`config.mk`:
```
export PLATFORM = sky130hd
export DESIGN_NAME = count_trace_buffer
export DESIGN_NICKNAME = d
export VERILOG_FILES = /design/src/rtl/count_trace_pkg.sv /design/src/rtl/trace_mem.sv /design/src/rtl/count_trace_buffer.sv
export SDC_FILE = /design/constraint.sdc
export NUM_CORES = 1
export LEC_CHECK = 0
export BUFFER_PORTS_ARGS = -buffer_cell sky130_fd_sc_hd__buf_2
export CAP_MARGIN = 20
export CORE_MARGIN = 5
export CORE_UTILIZATION = 58
export DETAILED_ROUTE_END_ITERATION = 6
export PLACE_DENSITY = 0.77
export SLEW_MARGIN = 15
export SYNTH_ARGS = -nofsm -noshare
export SYNTH_HDL_FRONTEND = slang
export SYNTH_HIERARCHICAL = 1
export SYNTH_SLANG_ARGS = --single-unit
```
`constraint.sdc`:
```
create_clock -name clk -period 2.4 [get_ports clk]
set_input_delay 0.48 -clock clk [delete_from_list [all_inputs] [get_ports clk]]
set_output_delay 0.48 -clock clk [all_outputs]
set_load 0.005 [all_outputs]
```
`src/rtl/count_trace_pkg.sv`:
```
// Shared definitions for the counter trace buffer: state encoding and default widths.
package count_trace_pkg;

  typedef logic [1:0] state_t;

  localparam state_t ST_IDLE    = 2'd0;
  localparam state_t ST_ARMED   = 2'd1;
  localparam state_t ST_CAPTURE = 2'd2;
  localparam state_t ST_DRAIN   = 2'd3;

  localparam int unsigned DEFAULT_DATA_W = 4;

endpackage

```
`src/rtl/trace_mem.sv`:
```
// DEPTH x DATA_W register array: one synchronous write port, one asynchronous read port.
module trace_mem #(
  parameter int unsigned DATA_W = 4,
  parameter int unsigned DEPTH  = 8,
  localparam int unsigned AW    = $clog2(DEPTH)
) (
  input  logic              clk,
  input  logic              we,
  input  logic [AW-1:0]     waddr,
  input  logic [DATA_W-1:0] wdata,
  input  logic [AW-1:0]     raddr,
  output logic [DATA_W-1:0] rdata
);

  logic [DATA_W-1:0] mem [DEPTH];

  // Contents are qualified by the level counter upstream, so no reset is needed.
  always_ff @(posedge clk) begin
    if (we) begin
      mem[waddr] <= wdata;
    end
  end

  assign rdata = mem[raddr];

endmodule

```
`src/rtl/count_trace_buffer.sv`:
```
// Trigger-armed capture of DEPTH consecutive counter samples, drained over a valid/ready port.
module count_trace_buffer
  import count_trace_pkg::*;
#(
  parameter int unsigned DATA_W = DEFAULT_DATA_W,
  parameter int unsigned DEPTH  = 8,
  localparam int unsigned AW    = $clog2(DEPTH),
  localparam int unsigned LW    = AW + 1
) (
  input  logic              clk,
  input  logic              rst,
  input  logic              arm,
  input  logic              abort,
  input  logic              sample_valid,
  input  logic [DATA_W-1:0] sample_in,
  input  logic [DATA_W-1:0] trig_value,
  input  logic              rd_ready,
  output logic              rd_valid,
  output logic [DATA_W-1:0] rd_data,
  output logic [LW-1:0]     level,
  output logic              busy,
  output logic              done
);

  state_t            state_q, state_d;
  logic [AW-1:0]     wr_ptr_q, rd_ptr_q;
  logic [LW-1:0]     level_q;
  logic [DATA_W-1:0] mem_rdata;
  logic              trig_hit, wr_en, rd_fire, last_rd;

  assign trig_hit = (state_q == ST_ARMED) && sample_valid && (sample_in == trig_value);
  assign wr_en    = trig_hit || ((state_q == ST_CAPTURE) && sample_valid);
  assign rd_fire  = (state_q == ST_DRAIN) && (level_q != '0) && rd_ready;
  assign last_rd  = rd_fire && (level_q == LW'(1));

  // State register
  always_ff @(posedge clk or posedge rst) begin
    if (rst) begin
      state_q <= ST_IDLE;
    end else begin
      state_q <= state_d;
    end
  end

  // Next-state logic; abort overrides every FSM event
  always_comb begin
    state_d = state_q;
    unique case (state_q)
      ST_IDLE:    if (arm) state_d = ST_ARMED;
      ST_ARMED:   if (trig_hit) state_d = ST_CAPTURE;
      ST_CAPTURE: if (wr_en && (level_q == LW'(DEPTH - 1))) state_d = ST_DRAIN;
      ST_DRAIN:   if (last_rd) state_d = ST_IDLE;
      default:    state_d = ST_IDLE;
    endcase
    if (abort) begin
      state_d = ST_IDLE;
    end
  end

  // Pointers and level; writes and reads live in disjoint states
  always_ff @(posedge clk or posedge rst) begin
    if (rst) begin
      wr_ptr_q <= '0;
      rd_ptr_q <= '0;
      level_q  <= '0;
    end else if (abort) begin
      wr_ptr_q <= '0;
      rd_ptr_q <= '0;
      level_q  <= '0;
    end else if (wr_en) begin
      wr_ptr_q <= wr_ptr_q + AW'(1);
      level_q  <= level_q + LW'(1);
    end else if (rd_fire) begin
      rd_ptr_q <= rd_ptr_q + AW'(1);
      level_q  <= level_q - LW'(1);
    end
  end

  trace_mem #(
    .DATA_W (DATA_W),
    .DEPTH  (DEPTH)
  ) u_mem (
    .clk   (clk),
    .we    (wr_en && !abort),
    .waddr (wr_ptr_q),
    .wdata (sample_in),
    .raddr (rd_ptr_q),
    .rdata (mem_rdata)
  );

  // Output logic
  always_comb begin
    rd_valid = (state_q == ST_DRAIN) && (level_q != '0);
    rd_data  = (level_q != '0) ? mem_rdata : '0;
    level    = level_q;
    busy     = (state_q != ST_IDLE);
    done     = last_rd && !abort;
  end

endmodule

```
After elaboration in Yosys (flattened, before gate mapping)
Memory sizes are Yosys's and may differ from the RTL's.
Cells that the tools add are included.
{"block": "classes", "n_addsub": 4, "eq_ne": 11, "mux": 17, "n_reduce_logical": 19}
{"op": "4-bit 2-to-1 mux", "n": 4}
{"op": "3-bit 2-to-1 mux", "n": 5}
{"op": "2-bit 2-to-1 mux", "n": 5}
{"op": "1-bit logical AND", "n": 9}
{"op": "3-bit inequality test, second input constant", "n": 3}
{"op": "2-bit one-hot mux with 4 select lines", "n": 1}
{"op": "3-bit by 1-bit adder with 3-bit output, second input constant", "n": 2}
{"op": "2-bit nonzero test", "n": 3}
{"op": "4-bit by 1-bit adder with 4-bit output, second input constant", "n": 1}
{"op": "2-bit equality test, second input constant", "n": 2}
{"op": "4-bit by 1-bit equality test with 1-bit output, second input constant", "n": 1}
{"op": "4-bit by 3-bit equality test with 1-bit output, second input constant", "n": 1}
{"op": "4-bit equality test", "n": 1}
{"op": "4-bit AND reduction", "n": 1}
{"op": "4-bit nonzero test", "n": 1}
{"op": "4-bit by 1-bit subtractor with 4-bit output, second input constant", "n": 1}
{"op": "3-bit by 2-bit inequality test with 1-bit output, second input constant", "n": 1}
{"op": "3-bit nonzero test", "n": 1}
{"op": "2-bit by 1-bit equality test with 1-bit output, second input constant", "n": 1}
{"op": "2-bit zero test", "n": 1}
{"op": "1-bit 2-to-1 mux", "n": 2}
{"op": "2-bit inequality test, second input constant", "n": 1}
{"op": "2-bit AND reduction", "n": 1}
{"op": "1-bit zero test", "n": 1}
{"op": "1-bit logical OR", "n": 1}
{"block": "word_totals", "reg_bits": 12, "ram_bits": 32, "word_cells": 56, "mem_count": 1}
{"name": "u_mem.mem", "depth": 8, "word_bits": 4, "rd": 1, "rd_ports_with_merged_regs": 0, "wr": 1, "line_no": "trace_mem.sv:15", "text": "logic [DATA_W-1:0] mem [DEPTH];"}

Longest topological paths before layout
{"block": "logic_depth", "depth_word": 8, "ltp_mapped": 8}

Cells and area by module
Netlist, hierarchy kept.
{"mod": "trace_mem", "n_inst": 1, "cells_each": 59, "area_each_um2": 1290.0, "seq_area_each_um2": 960.9}
{"mod": "count_trace_buffer", "n_inst": 1, "cells_each": 103, "area_each_um2": 967.2, "seq_area_each_um2": 300.3}

Least setup slack after synthesis
Ideal clock, no wire load.
{"block": "synth_timing", "kind": "reg-to-reg", "startpoint": "register state_q[1]", "endpoint": "memory u_mem.mem[0][0], enable pin", "setup_time_ns": 0.361, "arrival_ns": 1.714, "required_ns": 2.039, "slack_ns": 0.325, "stages_incl_launch_ff": 9, "path_buffers": 1, "synth_period_minus_slack_ns": 2.075, "path_cell_list": "dfrtp_1 > inv_1 > ha_1 > nand3_1 > o21a_1 > buf_2 > nor2_1 > nand2b_1 > nor3_1"}
{"block": "synth_between", "elab_chain_len": 7, "word_cells_on_any_way": 9, "cone_classes": "eq/ne: 2; mux: 2; reduce/logical: 5"}
{"item": "from (decl)", "line_no": "count_trace_buffer.sv:25", "text": "state_t state_q, state_d;"}
{"item": "from (signal assigned)", "line_no": "count_trace_buffer.sv:41", "text": "state_q <= state_d;"}
{"item": "2-bit by 1-bit equality test with 1-bit output", "line_no": "count_trace_buffer.sv:31", "text": "assign trig_hit = (state_q == ST_ARMED) && sample_valid && (sample_in == trig_value);"}
{"item": "1-bit logical AND (2 in series)", "line_no": "count_trace_buffer.sv:31"}
{"item": "1-bit logical OR *", "line_no": "count_trace_buffer.sv:32", "text": "assign wr_en = trig_hit || ((state_q == ST_CAPTURE) && sample_valid);"}
{"item": "1-bit logical AND *", "line_no": "count_trace_buffer.sv:84", "text": ".we (wr_en && !abort),"}
{"item": "1-bit 2-to-1 mux *", "line_no": "trace_mem.sv:19", "text": "if (we) begin"}
{"item": "1-bit 2-to-1 mux (not written as such) *", "line_no": "trace_mem.sv:20", "text": "mem[waddr] <= wdata;"}
{"item": "to (decl)", "line_no": "trace_mem.sv:15"}
Mark *: on every way between the ends. The rest lies on a longest branch, timed or not.

Worst setup path in the final report
{"block": "layout_timing", "startpoint": "register rd_ptr_q[0]", "endpoint": "output port rd_data[1]"}
{"block": "layout_between", "elab_chain_len": 2}
{"item": "from (decl)", "line_no": "count_trace_buffer.sv:26", "text": "logic [AW-1:0] wr_ptr_q, rd_ptr_q;"}
{"item": "from (signal assigned)", "line_no": "count_trace_buffer.sv:74", "text": "rd_ptr_q <= rd_ptr_q + AW'(1);"}
{"item": "memory read 8 x 4 bit"}
{"item": "via mem_rdata[1]", "line_no": "count_trace_buffer.sv:28", "text": "logic [DATA_W-1:0] mem_rdata;"}
{"item": "4-bit 2-to-1 mux", "line_no": "count_trace_buffer.sv:94", "text": "rd_data = (level_q != '0) ? mem_rdata : '0;"}
{"item": "to (decl)", "line_no": "count_trace_buffer.sv:19", "text": "output logic [DATA_W-1:0] rd_data,"}
The timed path passes the listed nets, and every way through them passes these cells.

==> summary.md <==
| Metric | Value |
|---|---|
| Initial core utilization | 60.7% |
| Mux share of post-synthesis cell area | 14.1% |
| Top-area cell type share of the netlist area | 42.6% |
| Final hold violations | 0 |
| Initial antenna violation count | 0 |
| Synth cell types | 42 |
| Compound-gate portion of the synthesized area | 5.65% |
| Die Area | 5240 µm² |
| Max-Cap Viols | 0 |
| Maximum VDD drop | 0.391 mV |
| GPL Wtd Cong | 0.790 |
| CP Buf/Inv Count | 2 |
| Final HPWL DP | 3.20 mm |
| Setup crit end | rd_data[1] |
| Setup TNS | 0 ns |
| Sinks on the clock net | 44 |
| IO Port Bufs | 24 |
| Largest family of logic cells by synthesized area | multiplexers |
| XOR/XNOR share of the synthesized area | 2.33% |
| RR Startpoint | state_q[1]$_DFFE_PP0P_ |
| Avg WL per Cell | 18.4 µm |
| Internal Pwr Total | 1.32 mW |
| Worst hold-check path type | in -> async |
| Worst Reg2Reg Path Length in Cells | 7 |
| Core box area | 3720 µm² |
| Sequential share of power | 48.4% |
| Clk_lat worst skew | 0.30 ns |
| Syn_nets | 186 |
| Global-route wire length before repair | 7.45 mm |
| Slowest-stage cell, CP | mux4_2 |
| Final period utilization | 98.7% |
| H-tree levels | 2 |
| Largest delay share family, worst path | multiplexers |
| Vias per cell | 5.74 |
| Cell Area, Synth | 2260 µm² |
| Fin nets | 224 |
| Die Span Y | 72.4 µm |
| Minimum clock period | 2.37 ns |
| Final wirelength | 4.59 mm |
| DR vias | 1430 |
| Reg2reg setup slack | 0.25 ns |
| Area contributors post-synth | edfxtp_1, dfrtp_1, mux4_1 |
| Remaining Overflow, GRT | 0 |
| DIE WIDTH | 72.4 µm |
| Post-Syn Instances | 162 |
| CP Data Required Time | 1.92 ns |
| Clock Pin Slew Worst Setup and Hold Paths | 0.08 ns |
| Critical path launch point | rd_ptr_q[0]$_DFFE_PP0P_ |
| Critical Path Fanout Max | 5 |
| # diodes | 0 |
| 1st-pass router iterations | 4 |
| Fin Clk Skew | 0.00563 ns |
| Most frequent cells in the layout | edfxtp_1, buf_2, nor2_1 |
| Total global-route track usage | 19.5% |
| Max-slew violations | 0 |
| Crit path DAT | 1.89 ns |
| Worst setup SP type | flip-flop |
| CTS root buffer | clkbuf_8 |
| Comb pwr share | 19.3% |
| Yosys reg bits | 44 |
| # IOs | 25 |
| Layout cells sized above 1 | 33.8% |
| Psw | 0.481 mW |
| Initial DRC count | 120 |
| Least-Margin Pin Slew | 0.506 ns |
| Leakage | 1.03 nW |
| Area leader, netlist | edfxtp_1 |
| Async set-or-reset flop fraction in the synthesized netlist | 27.3% |
| CTS buffer count | 5 |
| CP Depth | 5 |
| Ys flop type | edfxtp_1 |
| Switch share | 26.8% |
| CTS max path bufs | 2 |
| RR Endpoint | u_mem/mem[1][3]$_DFFE_PP_ |
| Synth-to-layout area growth | 15.1% |
| PwrDens | 691 nW/µm² |
| Yosys synthesis warning count | 6 |
| Clk pwr share | 32.3% |
| Fmax | 0.422 GHz |
| Simple-gate share of the synthesized area | 13.6% |
| Rows | 22 |
| Hold WS | 0.188 ns |
| Vias in the first global route | 1411 |
| Max-slew headroom | 66.2% |
| Avg Inst Size Synth | 13.9 µm² |
| Cells along the critical path | buf_6 -> mux4_2 -> mux2_4 -> and2b_1 -> buf_2 |
| Commonest non-fill, non-tap cell in the layout | edfxtp_1 |
| CTS tree | built |
| CP Class | reg -> out |
| Largest net degree at the start of global routing | 20 |
| Antenna-violating nets left | 0 |
| Sequential fraction of the synthesis area | 55.9% |
| Slowest stage delay, CP | 0.51 ns |
| EDFF count, synth | 32 |
| Fillcell total | 261 |
| Unrepaired setup endpoints after global routing | yes |
| Status | complete, no violations |
| Setup-failing EPs final | 0 |
| CP Capture Type | output port |
| DRC Markers | 0 |
| Synth Area in Adders | 5.54% |
## cells in the mapped netlist (2+ instances only)
| library cell | number |
|---|---|
| a21boi_0 | 2 |
| a21oi_1 | 3 |
| and2b_1 | 5 |
| buf_6 | 2 |
| clkbuf_1 | 3 |
| dfrtp_1 | 12 |
| edfxtp_1 | 32 |
| ha_1 | 10 |
| inv_1 | 7 |
| mux2_2 | 5 |
| mux2i_1 | 4 |
| mux4_1 | 8 |
| nand2_1 | 6 |
| nand2b_1 | 4 |
| nand3_1 | 4 |
| nand4b_1 | 2 |
| nor2_1 | 17 |
| nor2b_1 | 3 |
| nor3_1 | 4 |
| o21ai_0 | 3 |
| xnor2_1 | 5 |
## logic make-up (layout without fill, tap and decap cells)
family	after synthesis	in the layout
AND/OR/NAND/NOR	55	55
adder cells (fa/ha/maj)	10	10
multiplexers	18	18
flip-flops	44	44
XOR/XNOR	6	6
buffers and inverters	13	52
AO/OA/AOI/OAI	16	16
## per-stage QoR
step / util, % / instance area (µm²) / cells / setup WS (ns) / power [mW]
CTS: 69.9 / 2600 / 247 / -0.000324 / 1.79
detailed placement: 66.2 / 2460 / 236 / 0.0919 / 1.22
floorplan: - / 2260 / 162 / 0.325 / 1.11
global route: 69.9 / 2600 / 249 / -0.0517 / 1.89
global placement: 66.2 / 2460 / 236 / 0.199 / 1.20
finish: 69.9 / 2600 / 249 / 0.0319 / 1.80
## worst min-delay path by stage
| stage | startpoint | endpoint | slack [ns] |
|---|---|---|---|
| final | rst | wr_ptr_q[1]$_DFFE_PP0P_ | 0.19 |
| after global routing | rst | wr_ptr_q[0]$_DFFE_PP0P_ | 0.22 |
| after CTS | rst | wr_ptr_q[1]$_DFFE_PP0P_ | 0.20 |
| after detailed placement | rst | level[3]$_DFFE_PP0P_ | 0.52 |
| after global placement | rst | level[3]$_DFFE_PP0P_ | 0.51 |
| after floorplan | rst | level[0]$_DFFE_PP0P_ | 0.34 |
## state kept, by name, indices dropped and copies added, names as in the netlist
signal     cells
u_mem/mem     32
rd_ptr_q       3
level          4
wr_ptr_q       3
state_q        2
## power groups by stage
stage	clock network (mW)	logic [mW]	registers, mW
final	0.581	0.347	0.869
after global routing	0.628	0.389	0.874
after CTS	0.585	0.333	0.872
after detailed placement	0	0.329	0.888
after global placement	0	0.312	0.886
after floorplan	0	0.229	0.881
## layout make-up
type / instances / area, µm² / share of cell area, %
Sequential cell: 44 / 1260 / 48.7
Clock inverter: 3 / 46.3 / 1.78
Inverter: 7 / 26.3 / 1.01
Multi-Input combinational cell: 105 / 907 / 34.9
Tap cell: 48 / 60.1 / 2.31
Clock buffer: 5 / 68.8 / 2.65
Timing Repair Buffer: 37 / 225 / 8.67
## per-layer routing
layer / wire length (µm) / up-vias / global-route usage (%)
met2: 2270 / 34 / 30.0
met4: 61 / 0 / 6.15
li1: - / 674 / -
met1: 2060 / 717 / 26.9
met3: 189 / 5 / 5.40
met5: 0 / - / 0
## what timing repair did
action	in CTS	in global routing
hold buffers	0	0
gates cloned	0	0
buffers inserted	3	2
gates resized for setup	3	15
endpoints found under the setup margin	5	5
Power figures use the tool's default switching activity.
